===== config.mk =====
export PLATFORM = sky130hd
export DESIGN_NAME = multicycle_adder
export DESIGN_NICKNAME = d
export VERILOG_FILES = /design/src/rtl/adder_pkg.sv /design/src/rtl/chunk_adder.sv /design/src/rtl/multicycle_adder.sv
export SDC_FILE = /design/constraint.sdc
export NUM_CORES = 1
export LEC_CHECK = 0
export CAP_MARGIN = 5
export CORE_AREA = 2 2 105 107
export DETAILED_ROUTE_END_ITERATION = 8
export DIE_AREA = 0 0 107 109
export PLACE_DENSITY = 0.76
export SETUP_SLACK_MARGIN = 0.02
export SKIP_CTS_REPAIR_TIMING = 1
export SYNTH_ARGS = -nofsm -noshare
export SYNTH_HDL_FRONTEND = slang
export SYNTH_SLANG_ARGS = --single-unit

===== constraint.sdc =====
create_clock -name clk -period 3.3 [get_ports clk]
set_input_delay 0.495 -clock clk [delete_from_list [all_inputs] [get_ports clk]]
set_output_delay 0.495 -clock clk [all_outputs]
set_load 0.02 [all_outputs]

===== src/rtl/adder_pkg.sv =====
// ============================================================================
// Module      : adder_pkg
// Description : Shared state encoding and sizing helpers for multicycle_adder.
// Revision    : 1.0 - initial release
// ============================================================================
`default_nettype none

package adder_pkg;

    typedef enum logic [1:0] {
        IDLE = 2'd0,
        BUSY = 2'd1,
        DONE = 2'd2
    } adder_state_e;

    function automatic int calc_nchunk(input int width, input int chunk);
        return (chunk > 0) ? (width / chunk) : 1;
    endfunction

    // Counter is at least one bit wide even when a single chunk covers WIDTH.
    function automatic int calc_idx_width(input int width, input int chunk);
        int n;
        n = calc_nchunk(width, chunk);
        return (n > 1) ? $clog2(n) : 1;
    endfunction

endpackage

`default_nettype wire


===== src/rtl/chunk_adder.sv =====
// ============================================================================
// Module      : chunk_adder
// Description : Combinational CHUNK-bit adder with carry in/out and the carry
//               into the MSB (used for signed overflow detection).
// Revision    : 1.0 - initial release
// ============================================================================
`default_nettype none

module chunk_adder #(
    parameter int CHUNK = 8
) (
    input  logic [CHUNK-1:0] a,
    input  logic [CHUNK-1:0] b,
    input  logic             cin,
    output logic [CHUNK-1:0] sum,
    output logic             cout,
    output logic             cmsb
);

    logic [CHUNK:0] w_full;

    assign w_full = {1'b0, a} + {1'b0, b} + {{CHUNK{1'b0}}, cin};
    assign sum    = w_full[CHUNK-1:0];
    assign cout   = w_full[CHUNK];
    // Sum bit = a ^ b ^ carry-in, so the carry into the MSB falls out directly.
    assign cmsb   = a[CHUNK-1] ^ b[CHUNK-1] ^ w_full[CHUNK-1];

endmodule

`default_nettype wire


===== src/rtl/multicycle_adder.sv =====
// ============================================================================
// Module      : multicycle_adder
// Description : Valid/ready multi-cycle ripple adder, CHUNK bits per clock.
//               Define MULTICYCLE_ADDER_OVF_EN to add the signed 'ovf' output.
// Revision    : 1.0 - initial release
// ============================================================================
`default_nettype none

module multicycle_adder
    import adder_pkg::*;
#(
    parameter int WIDTH = 32,
    parameter int CHUNK = 8
) (
    input  logic             clk,
    input  logic             rst_n,
    input  logic             in_valid,
    output logic             in_ready,
    input  logic [WIDTH-1:0] a,
    input  logic [WIDTH-1:0] b,
    input  logic             cin,
    output logic             out_valid,
    input  logic             out_ready,
    output logic [WIDTH-1:0] sum,
    output logic             cout
`ifdef MULTICYCLE_ADDER_OVF_EN
    ,
    output logic             ovf
`endif
);

    localparam int c_nchunk = calc_nchunk(WIDTH, CHUNK);
    localparam int c_idx_w  = calc_idx_width(WIDTH, CHUNK);
    localparam logic [c_idx_w-1:0] c_last_idx = c_idx_w'(c_nchunk - 1);

    generate
        if ((CHUNK < 1) || ((WIDTH % ((CHUNK < 1) ? 1 : CHUNK)) != 0)) begin : g_param_check
            $error("multicycle_adder: CHUNK must be >= 1 and divide WIDTH");
        end
    endgenerate

    adder_state_e        r_state;
    adder_state_e        w_next_state;
    logic [c_idx_w-1:0]  r_idx;
    logic [WIDTH-1:0]    r_a;
    logic [WIDTH-1:0]    r_b;
    logic                r_carry;
    logic [WIDTH-1:0]    r_sum;
    logic                r_cout;
    logic [CHUNK-1:0]    w_a_chunk;
    logic [CHUNK-1:0]    w_b_chunk;
    logic [CHUNK-1:0]    w_s;
    logic                w_c;
    logic                w_cmsb;
    logic                w_last;

    assign w_a_chunk = r_a[int'(r_idx)*CHUNK +: CHUNK];
    assign w_b_chunk = r_b[int'(r_idx)*CHUNK +: CHUNK];
    assign w_last    = (r_idx == c_last_idx);

    chunk_adder #(.CHUNK(CHUNK)) u_chunk_adder (
        .a    (w_a_chunk),
        .b    (w_b_chunk),
        .cin  (r_carry),
        .sum  (w_s),
        .cout (w_c),
        .cmsb (w_cmsb)
    );

    always_ff @(posedge clk or negedge rst_n) begin
        if (!rst_n) begin
            r_state <= IDLE;
        end else begin
            r_state <= w_next_state;
        end
    end

    always_comb begin
        w_next_state = r_state;
        in_ready     = 1'b0;
        out_valid    = 1'b0;
        case (r_state)
            IDLE: begin
                in_ready = 1'b1;
                if (in_valid) w_next_state = BUSY;
            end
            BUSY: begin
                if (w_last) w_next_state = DONE;
            end
            DONE: begin
                out_valid = 1'b1;
                if (out_ready) w_next_state = IDLE;
            end
            default: w_next_state = IDLE;
        endcase
    end

`ifdef MULTICYCLE_ADDER_OVF_EN
    logic r_ovf;
    assign ovf = r_ovf;
`else
    logic w_cmsb_unused;
    assign w_cmsb_unused = w_cmsb;
`endif

    always_ff @(posedge clk or negedge rst_n) begin
        if (!rst_n) begin
            r_idx   <= '0;
            r_a     <= '0;
            r_b     <= '0;
            r_carry <= 1'b0;
            r_sum   <= '0;
            r_cout  <= 1'b0;
`ifdef MULTICYCLE_ADDER_OVF_EN
            r_ovf   <= 1'b0;
`endif
        end else begin
            case (r_state)
                IDLE: begin
                    if (in_valid) begin
                        r_a     <= a;
                        r_b     <= b;
                        r_carry <= cin;
                        r_idx   <= '0;
                    end
                end
                BUSY: begin
                    r_sum[int'(r_idx)*CHUNK +: CHUNK] <= w_s;
                    r_carry <= w_c;
                    if (w_last) begin
                        r_idx  <= '0;
                        r_cout <= w_c;
`ifdef MULTICYCLE_ADDER_OVF_EN
                        r_ovf  <= w_cmsb ^ w_c;
`endif
                    end else begin
                        r_idx <= r_idx + 1'b1;
                    end
                end
                default: ;
            endcase
        end
    end

    assign sum  = r_sum;
    assign cout = r_cout;

endmodule

`default_nettype wire


After elaboration in Yosys (flattened, before gate mapping)
Index checks and enable logic that the tools add are counted.
{"block": "classes", "add_sub_neg": 4, "eq_ne": 6, "n_shift": 4, "mux": 12, "reduce_logical": 6}
{"cell": "$shiftx 32x6->8", "count": 2}
{"cell": "$neg 5->33", "count": 1}
{"cell": "$shift 8x33->32 const A", "count": 1}
{"cell": "$shiftx 8x33->32", "count": 1}
{"cell": "$bwmux 32", "count": 1}
{"cell": "$mux 2", "count": 5}
{"cell": "$add 8x8->9", "count": 1}
{"cell": "$add 9x1->9", "count": 1}
{"cell": "$ne 2x2->1 const B", "count": 3}
{"cell": "$pmux 2 s3", "count": 1}
{"cell": "$reduce_and 2->1", "count": 3}
{"cell": "$eq 2x2->1 const B", "count": 2}
{"cell": "$pmux 2 s2", "count": 1}
{"cell": "$mux 1", "count": 3}
{"cell": "$reduce_and 3->1", "count": 1}
{"cell": "$add 2x1->2 const B", "count": 1}
{"cell": "$eq 2x1->1 const B", "count": 1}
{"cell": "$logic_not 2->1", "count": 1}
{"cell": "$pmux 1 s2", "count": 1}
{"cell": "$reduce_bool 2->1", "count": 1}
{"block": "totals", "reg_bits": 102, "input_bits": 69, "output_inout_bits": 35}

Depth between registers and ports, before layout
Gate-level depths: netlist (run 1).
{"block": "logic_depth", "depth_word": 5, "ltp_mapped": 10, "mapped_depth_nobuf": 8}

By module
A second synthesis (run 1) with hierarchy kept.
{"block": "unflattened", "hier_cells": 368, "hier_area_um2": 5106.1}
{"module": "multicycle_adder", "instances": 1, "cells_each": 325, "area_each_um2": 4742.0}
{"module": "chunk_adder", "instances": 1, "cells_each": 43, "area_each_um2": 364.1}

Least setup slack after synthesis (run 1)
Ideal clock, no wire load.
{"block": "synth_timing", "path_kind": "register to register", "from": "register r_idx[0]", "to": "register r_sum[30], in the netlist sum[30]", "setup_time_ns": 0.121, "arrival_ns": 3.207, "setup_slack_ns": -0.028, "stages_incl_launch_ff": 9, "path_buffers": 1, "synth_period_minus_slack_ns": 3.328, "path_cell_list": "dfrtp_1 > buf_1 > mux4_2 > fa_1 > fa_1 > a21o_1 > a221oi_1 > xnor2_1 > a22o_1"}
{"block": "synth_between", "elab_chain_len": 5, "elab_cells_between_ends": 8}
{"item": "start, declared", "line_no": "multicycle_adder.sv:44", "source": "logic [c_idx_w-1:0] r_idx;"}
{"item": "start signal, assigned", "line_no": "multicycle_adder.sv:137", "source": "r_idx <= r_idx + 1'b1;"}
{"item": "$shiftx 32x6->8, on equally long branches", "line_no": "multicycle_adder.sv:57, multicycle_adder.sv:58"}
{"item": "$add 8x8->9", "line_no": "chunk_adder.sv:22", "source": "assign w_full = {1'b0, a} + {1'b0, b} + {{CHUNK{1'b0}}, cin};"}
{"item": "$add 9x1->9", "line_no": "chunk_adder.sv:22"}
{"item": "$shiftx 8x33->32", "line_no": "multicycle_adder.sv:128", "source": "r_sum[int'(r_idx)*CHUNK +: CHUNK] <= w_s;"}
{"item": "$bwmux 32 (*)", "line_no": "multicycle_adder.sv:128"}
{"item": "end signal, assigned by index", "line_no": "multicycle_adder.sv:128"}
{"item": "end, declared", "line_no": "multicycle_adder.sv:48", "source": "logic [WIDTH-1:0] r_sum;"}
Every way passes the cells marked *; elsewhere a longest branch is shown, timed or not.
A chain may end at the register's enable or synchronous reset.

Final worst setup path (run 1)
{"block": "layout_timing", "from": "register r_idx[0]", "to": "register r_sum[6], in the netlist sum[6]"}
Same word-level chain as after synthesis.

==> results of run 1 <==
==> stage by stage <==
| step | utilization (%) | instance area, µm² | hold WS (ns) |
|---|---|---|---|
| 3_5_place_dp | 54.72 | 5802 | 0.4933 |
| 5_1_grt | 56.81 | 6023 | 0.3296 |
| 2_1_floorplan | - | 4611 | 0.1994 |
| 3_3_place_gp | 54.72 | 5802 | 0.4864 |
| 6_report | 56.81 | 6023 | 0.2513 |
| 4_1_cts | 56.81 | 6023 | 0.2709 |
==> cell usage after synthesis <==
library cell  number  area share [%]
a31oi_1            2            0.27
fa_1               2            0.87
nand2_1            2            0.16
o211ai_1           2            0.33
o22ai_1            1            0.14
a21o_1             3            0.49
nor4_4             1            0.46
xnor2_1            3            0.57
and2_1             1            0.14
o21bai_1           2            0.33
nand2_4            3            0.73
o31ai_1            1            0.16
and2b_1            1            0.16
xor2_1             2            0.38
a221oi_1           1            0.19
nand4b_1           1            0.19
ha_1              13             3.5
nor2_1             6            0.49
clkbuf_1           1           0.081
mux2i_1            1            0.22
and3_1             1            0.14
dfrtp_1          102              55
nor4b_4            3             1.5
mux2_2            64              16
o21ai_0            2            0.22
buf_1              2            0.16
a22o_1            34             6.5
a211oi_1           1            0.16
buf_6              1            0.24
inv_1              6            0.49
buf_2              8            0.87
nand2_2            1            0.14
a21oi_1            7            0.76
mux4_2            16             7.8
nand3_1            1            0.11
==> worst paths after layout <==
path                                from  cells past startpoint       to
worst min-delay path               rst_n                      1   sum[8]
worst min register to register   sum[18]                      1  sum[18]
max in group asynchronous          rst_n                      2  r_b[15]
min in group clk                 sum[18]                      1  sum[18]
worst max-delay path            r_idx[0]                      7   sum[6]
worst max register to register  r_idx[0]                      7   sum[6]
==> per-layer routing <==
metal	up-vias	track usage, %	wire length (µm)
met1	1504	22.27	4163
li1	1343	-	-
met3	14	3.407	415
met4	0	6.957	176
met2	85	28.75	4775
met5	-	0	0
==> layout make-up <==
| class | instances | area, µm² | area share, % |
|---|---|---|---|
| multi-input cells | 178 | 1973 | 32.76 |
| clock inverters | 5 | 83.83 | 1.392 |
| clock buffers | 10 | 137.6 | 2.285 |
| flip-flops and latches | 102 | 2552 | 42.38 |
| repair buffers | 108 | 1079 | 17.91 |
| well taps | 140 | 175.2 | 2.908 |
| inverters | 6 | 22.52 | 0.3739 |
==> registers in the layout (all words and copies together), names as in the netlist <==
signal and flops:
r_a 32, r_b 32, sum 32, r_idx 2, r_state 2, cout 1
r_carry 1
==> cell families after synthesis <==
kind of cell / Yosys count / synth area share [%]
AO/OA/AOI/OAI: 56 / 9.501
XOR/XNOR: 5 / 0.9502
adder cells (fa/ha/maj): 15 / 4.398
buffers and inverters: 18 / 1.846
flip-flops: 102 / 55.37
multiplexers: 81 / 23.67
AND/OR/NAND/NOR: 21 / 4.262
==> critical path, stage by stage (launching register included) <==
cell      delay (ns)
dfrtp_1         0.42
buf_4           0.39
mux4_2          0.60
fa_1            0.47
a21o_1          0.21
a221oi_1        0.38
xnor2_1         0.20
a22o_1          0.24
==> power breakdown <==
group,switching (mW),internal (mW),total (mW),leakage [nW]
Combinational,1.94,1.80,3.74,1.16
Clock,0.414,0.445,0.859,0.105
Sequential,0.331,1.82,2.15,1.27
==> layout by cell type (no fill, tap or decap), drive strengths merged, types with 3 or more instances in the layout <==
master,count
nor4b,3
buf,6
inv,6
clkdlybuf4s50,102
mux2,64
xnor2,3
a22o,34
a21o,3
clkbuf,10
a21oi,7
nor2,6
dfrtp,102
nand2,6
mux4,16
ha,13
==> flow_metrics.tcl, run 1 <==
set metrics [dict create \
    core_um2 10600 \
    fillers 848 \
    dpl.cell_count 534 \
    irDropWorstVdd_v 0.0005969 \
    rsz0062_at_grt "no" \
    setup_viol 0 \
    worst_clock_skew_ns 0.01011 \
    ys_seq_area_share_pct 55.37 \
    cts_sinks 102 \
    start_kind "register" \
    grt_max_degree 73 \
    final_cell_count_no_fill 549 \
    pre_cts_ws_ns 0.2459 \
    cts_tree "yes" \
    status "complete, no violations" \
    drt_pass1_iterations 4 \
    power.total_mw 6.749 \
    finalHoldViolations 0 \
    drt-vias-per-instance 5.366 \
    wl_per_cell_um 17.36 \
    crit_arrival_ns 3.27 \
    clock_latency_ns 0.36 \
    syn_inst 298 \
    grt_pass1_wl_mm 15.30 \
    route.detailed.drc 0 \
    antenna_found_initial 0 \
    grt_overflow 0 \
    port_buffers 103 \
    worst_pin_slew_ns 0.8754 \
    drt_wl_total_mm 9.531 \
    ant_nets 0 \
    crit_path_end_kind "register" \
    powerDensity_nw_per_um2 1120 \
    synth_nets 382 \
    r2r_setup_slack_ns 0.27 \
    path_class "register to register" \
    fin_crit_sh_pct 91.70 \
    routabilityCongestion 0.8030 \
    dp_hpwl_mm 7.129 \
    setup_ws_ns 0.2740 \
    synth.distinct_cells 35 \
    clockBufferDepth 2 \
    numCtsBuffers 9 \
    die_x_um 107 \
    tns_ns 0 \
    grt_pass1_vias 3026 \
    clk_pin_slew_ns 0.09 \
    drv_cap 0 \
    crit_fanout 22 \
    root_buffer "clkbuf_8" \
    yosys_register_bits 102 \
    track_usage_pct 17.23 \
    slew_viol_final 0 \
    htree_levels 3 \
    cp_data_required_time_ns 3.54 \
    power.leakage_nw 2.528 \
    synth.avg_cell_area_um2 15.47 \
    rows 38 \
    hold_class "input port to asynchronous set/reset pin" \
    nets 489 \
    die_area_um2 11660 \
    area_delta_synth_final_pct 30.67 \
    num_io_pins 104 \
    diodes 0 \
    dieHeight_um 109 \
    layout-drive-gt1-share_pct 26.89 \
    vias 2946 \
    slew_headroom_pct 41.64 \
    start_util_pct 43.47 \
    drt_iter0_markers 101 \
    synth_warnings 0 \
    max_freq_ghz 0.3305 \
    netlist_area_um2 4609 \
    period_minus_slack_ns 3.026 \
]
Note: power is estimated with default switching activity, not from simulation.
==> run 2, diff against run 1 <==
--- a/config.mk
+++ b/config.mk
@@ -6,10 +6,12 @@
 export NUM_CORES = 1
 export LEC_CHECK = 0
 export CAP_MARGIN = 5
-export CORE_AREA = 2 2 105 107
+export CELL_PAD_IN_SITES_DETAIL_PLACEMENT = 1
+export CELL_PAD_IN_SITES_GLOBAL_PLACEMENT = 2
+export CORE_AREA = 2 2 124 126
 export DETAILED_ROUTE_END_ITERATION = 8
-export DIE_AREA = 0 0 107 109
-export PLACE_DENSITY = 0.76
+export DIE_AREA = 0 0 126 128
+export PLACE_DENSITY = 0.77
 export SETUP_SLACK_MARGIN = 0.02
 export SKIP_CTS_REPAIR_TIMING = 1
 export SYNTH_ARGS = -nofsm -noshare
==> flow_metrics.tcl, run 2 (synthesized netlist as in run 1, its figures left out) <==
set metrics [dict create \
    status "complete, no violations" \
    setup_viol 0 \
    irDropWorstVdd_v 0.0004923 \
    r2r_setup_slack_ns 0.30 \
    dp_hpwl_mm 8.487 \
    worst_pin_slew_ns 0.7001 \
    cp.depth 8 \
    routabilityCongestion 0.7237 \
    clk_pin_slew_ns 0.07 \
    path_class "register to register" \
    rows 45 \
    clockBufferDepth 2 \
    area_delta_synth_final_pct 35.18 \
    finalHoldViolations 0 \
    fin_crit_sh_pct 90.87 \
    track_usage_pct 14.97 \
    hold_class "input port to asynchronous set/reset pin" \
    grt_overflow 0 \
    nets 492 \
    cp_data_required_time_ns 3.51 \
    tns_ns 0 \
    crit_fanout 6 \
    worst_clock_skew_ns 0.01116 \
    drt_pass1_iterations 4 \
    r2r-start "r_idx[0]" \
    p_sw_share_pct 39.14 \
    layout-drive-gt1-share_pct 27.85 \
    power_frac_comb_pct 53.3 \
    antenna_found_initial 0 \
    critical-path-top-delay-family "compound AO/OA/AOI/OAI gates" \
    diodes 0 \
    cpPeakStageDelay_ns 0.56 \
    grt_pass1_vias 3424 \
    slew_viol_final 0 \
    ant_nets 0 \
    vias 2990 \
    fillers 1523 \
    max_freq_ghz 0.3335 \
    pwr-share-clk_pct 16.4 \
    crit_arrival_ns 3.21 \
    crit_path_frequent_cell "fa_1" \
    stdcell_area_um2 6231 \
    route.detailed.drc 0 \
    dieHeight_um 128 \
    cts_sinks 102 \
    power.switching_mw 2.820 \
    grt_pass1_wl_mm 18.86 \
    internal_power_mw 4.384 \
    period_minus_slack_ns 2.999 \
    crit_path_end_kind "register" \
    wl_per_cell_um 19.04 \
    clock_latency_ns 0.34 \
    port_buffers 103 \
    powerDensity_nw_per_um2 1156 \
    drt_iter0_markers 147 \
    place_area_um2 5886 \
    die_x_um 126 \
    core_um2 14860 \
    drt-vias-per-instance 4.975 \
    crit_buf_inv 0 \
    seqPwrFrac_pct 30.3 \
    start_util_pct 31.01 \
    drv_cap 0 \
    drt_wl_total_mm 11.45 \
    r2r_cells 8 \
    worstSetupStartpoint "r_idx[0]" \
    htree_levels 3 \
    rsz0062_at_grt "no" \
    start_kind "register" \
    power.leakage_nw 2.607 \
    slew_headroom_pct 53.33 \
    grt_max_degree 56 \
    r2r_end "cout" \
    path_cells "mux4_2, fa_1, fa_1, a21o_1, a221oi_2, o21bai_1, a21oi_1, a31oi_1" \
    num_io_pins 104 \
    root_buffer "clkbuf_16" \
    critPathSlowestCell "mux4_2" \
    critical_path.endpoint "cout" \
    cts_tree "yes" \
    numCtsBuffers 9 \
    layout_common_cells "clkdlybuf4s50_1, dfrtp_1, mux2_2, a22o_1, mux4_2" \
    final_common_cell "clkdlybuf4s50_1" \
    die_area_um2 16130 \
]
## run 2: cell types whose count changed in the layout (fill, tap and decap cells not counted)
cell        before  now
a221oi_2         0    1
a221oi_1         1    0
clkinv_2         0    1
buf_6            0    1
clkbuf_16        0    9
clkbuf_8        10    3
dfrtp_2          0    1
clkinvlp_4       2    0
buf_4            5    7
dfrtp_1        102  101
clkbuf_1         0    1
clkinv_4         1    0
## run 2: how the worst min path moves through the flow
stage / startpoint / endpoint / slack, ns
3_5_place_dp: r_a[19] / r_a[19] / 0.49
4_1_cts: rst_n / sum[24] / 0.22
6_report: rst_n / sum[24] / 0.21
3_3_place_gp: r_b[24] / r_b[24] / 0.48
2_1_floorplan: rst_n / cout / 0.20
5_1_grt: rst_n / sum[17] / 0.26
## run 2: layer usage
metal  wire length (µm)  part of all wire (%)  GRT usage (%)  up-vias
met3                458                   4.0          3.130        9
met5                  0                     0              0        -
met1               5060                    44          19.11     1565
met4                101                  0.88          3.491        0
met2               5824                    51          26.25       68
li1                   -                     -              -     1348
## run 2: layout make-up
class	instances	area, µm²	share of cell area, %
clock buffer	13	270.3	4.337
clock inverter	3	65.06	1.044
inverter	6	22.52	0.3614
multi-input combinational	178	1979	31.77
sequential	102	2554	40.98
tap	188	235.2	3.775
timing repair buffer	111	1105	17.73
## run 2: power by group through the flow
| stage | clock (mW) | sequential, mW | combinational, mW |
|---|---|---|---|
| 5_1_grt | 1.26 | 2.27 | 4.21 |
| 3_5_place_dp | 0 | 2.22 | 3.81 |
| 3_3_place_gp | 0 | 2.18 | 3.72 |
| 6_report | 1.18 | 2.18 | 3.84 |
| 4_1_cts | 1.21 | 2.19 | 3.85 |
| 2_1_floorplan | 0 | 2.22 | 2.60 |
## run 2: stage by stage
stage	std cells	hold slack, ns	power [mW]	utilization (%)	setup WS, ns
after floorplan	298	0.1994	4.820	-	0.05275
after global placement	585	0.4846	5.899	39.60	0.2514
after detailed placement	585	0.4941	6.026	39.60	0.1930
after CTS	601	0.2233	7.255	41.85	0.1841
after global routing	601	0.2587	7.743	41.92	0.04767
final	601	0.2068	7.203	41.92	0.3013
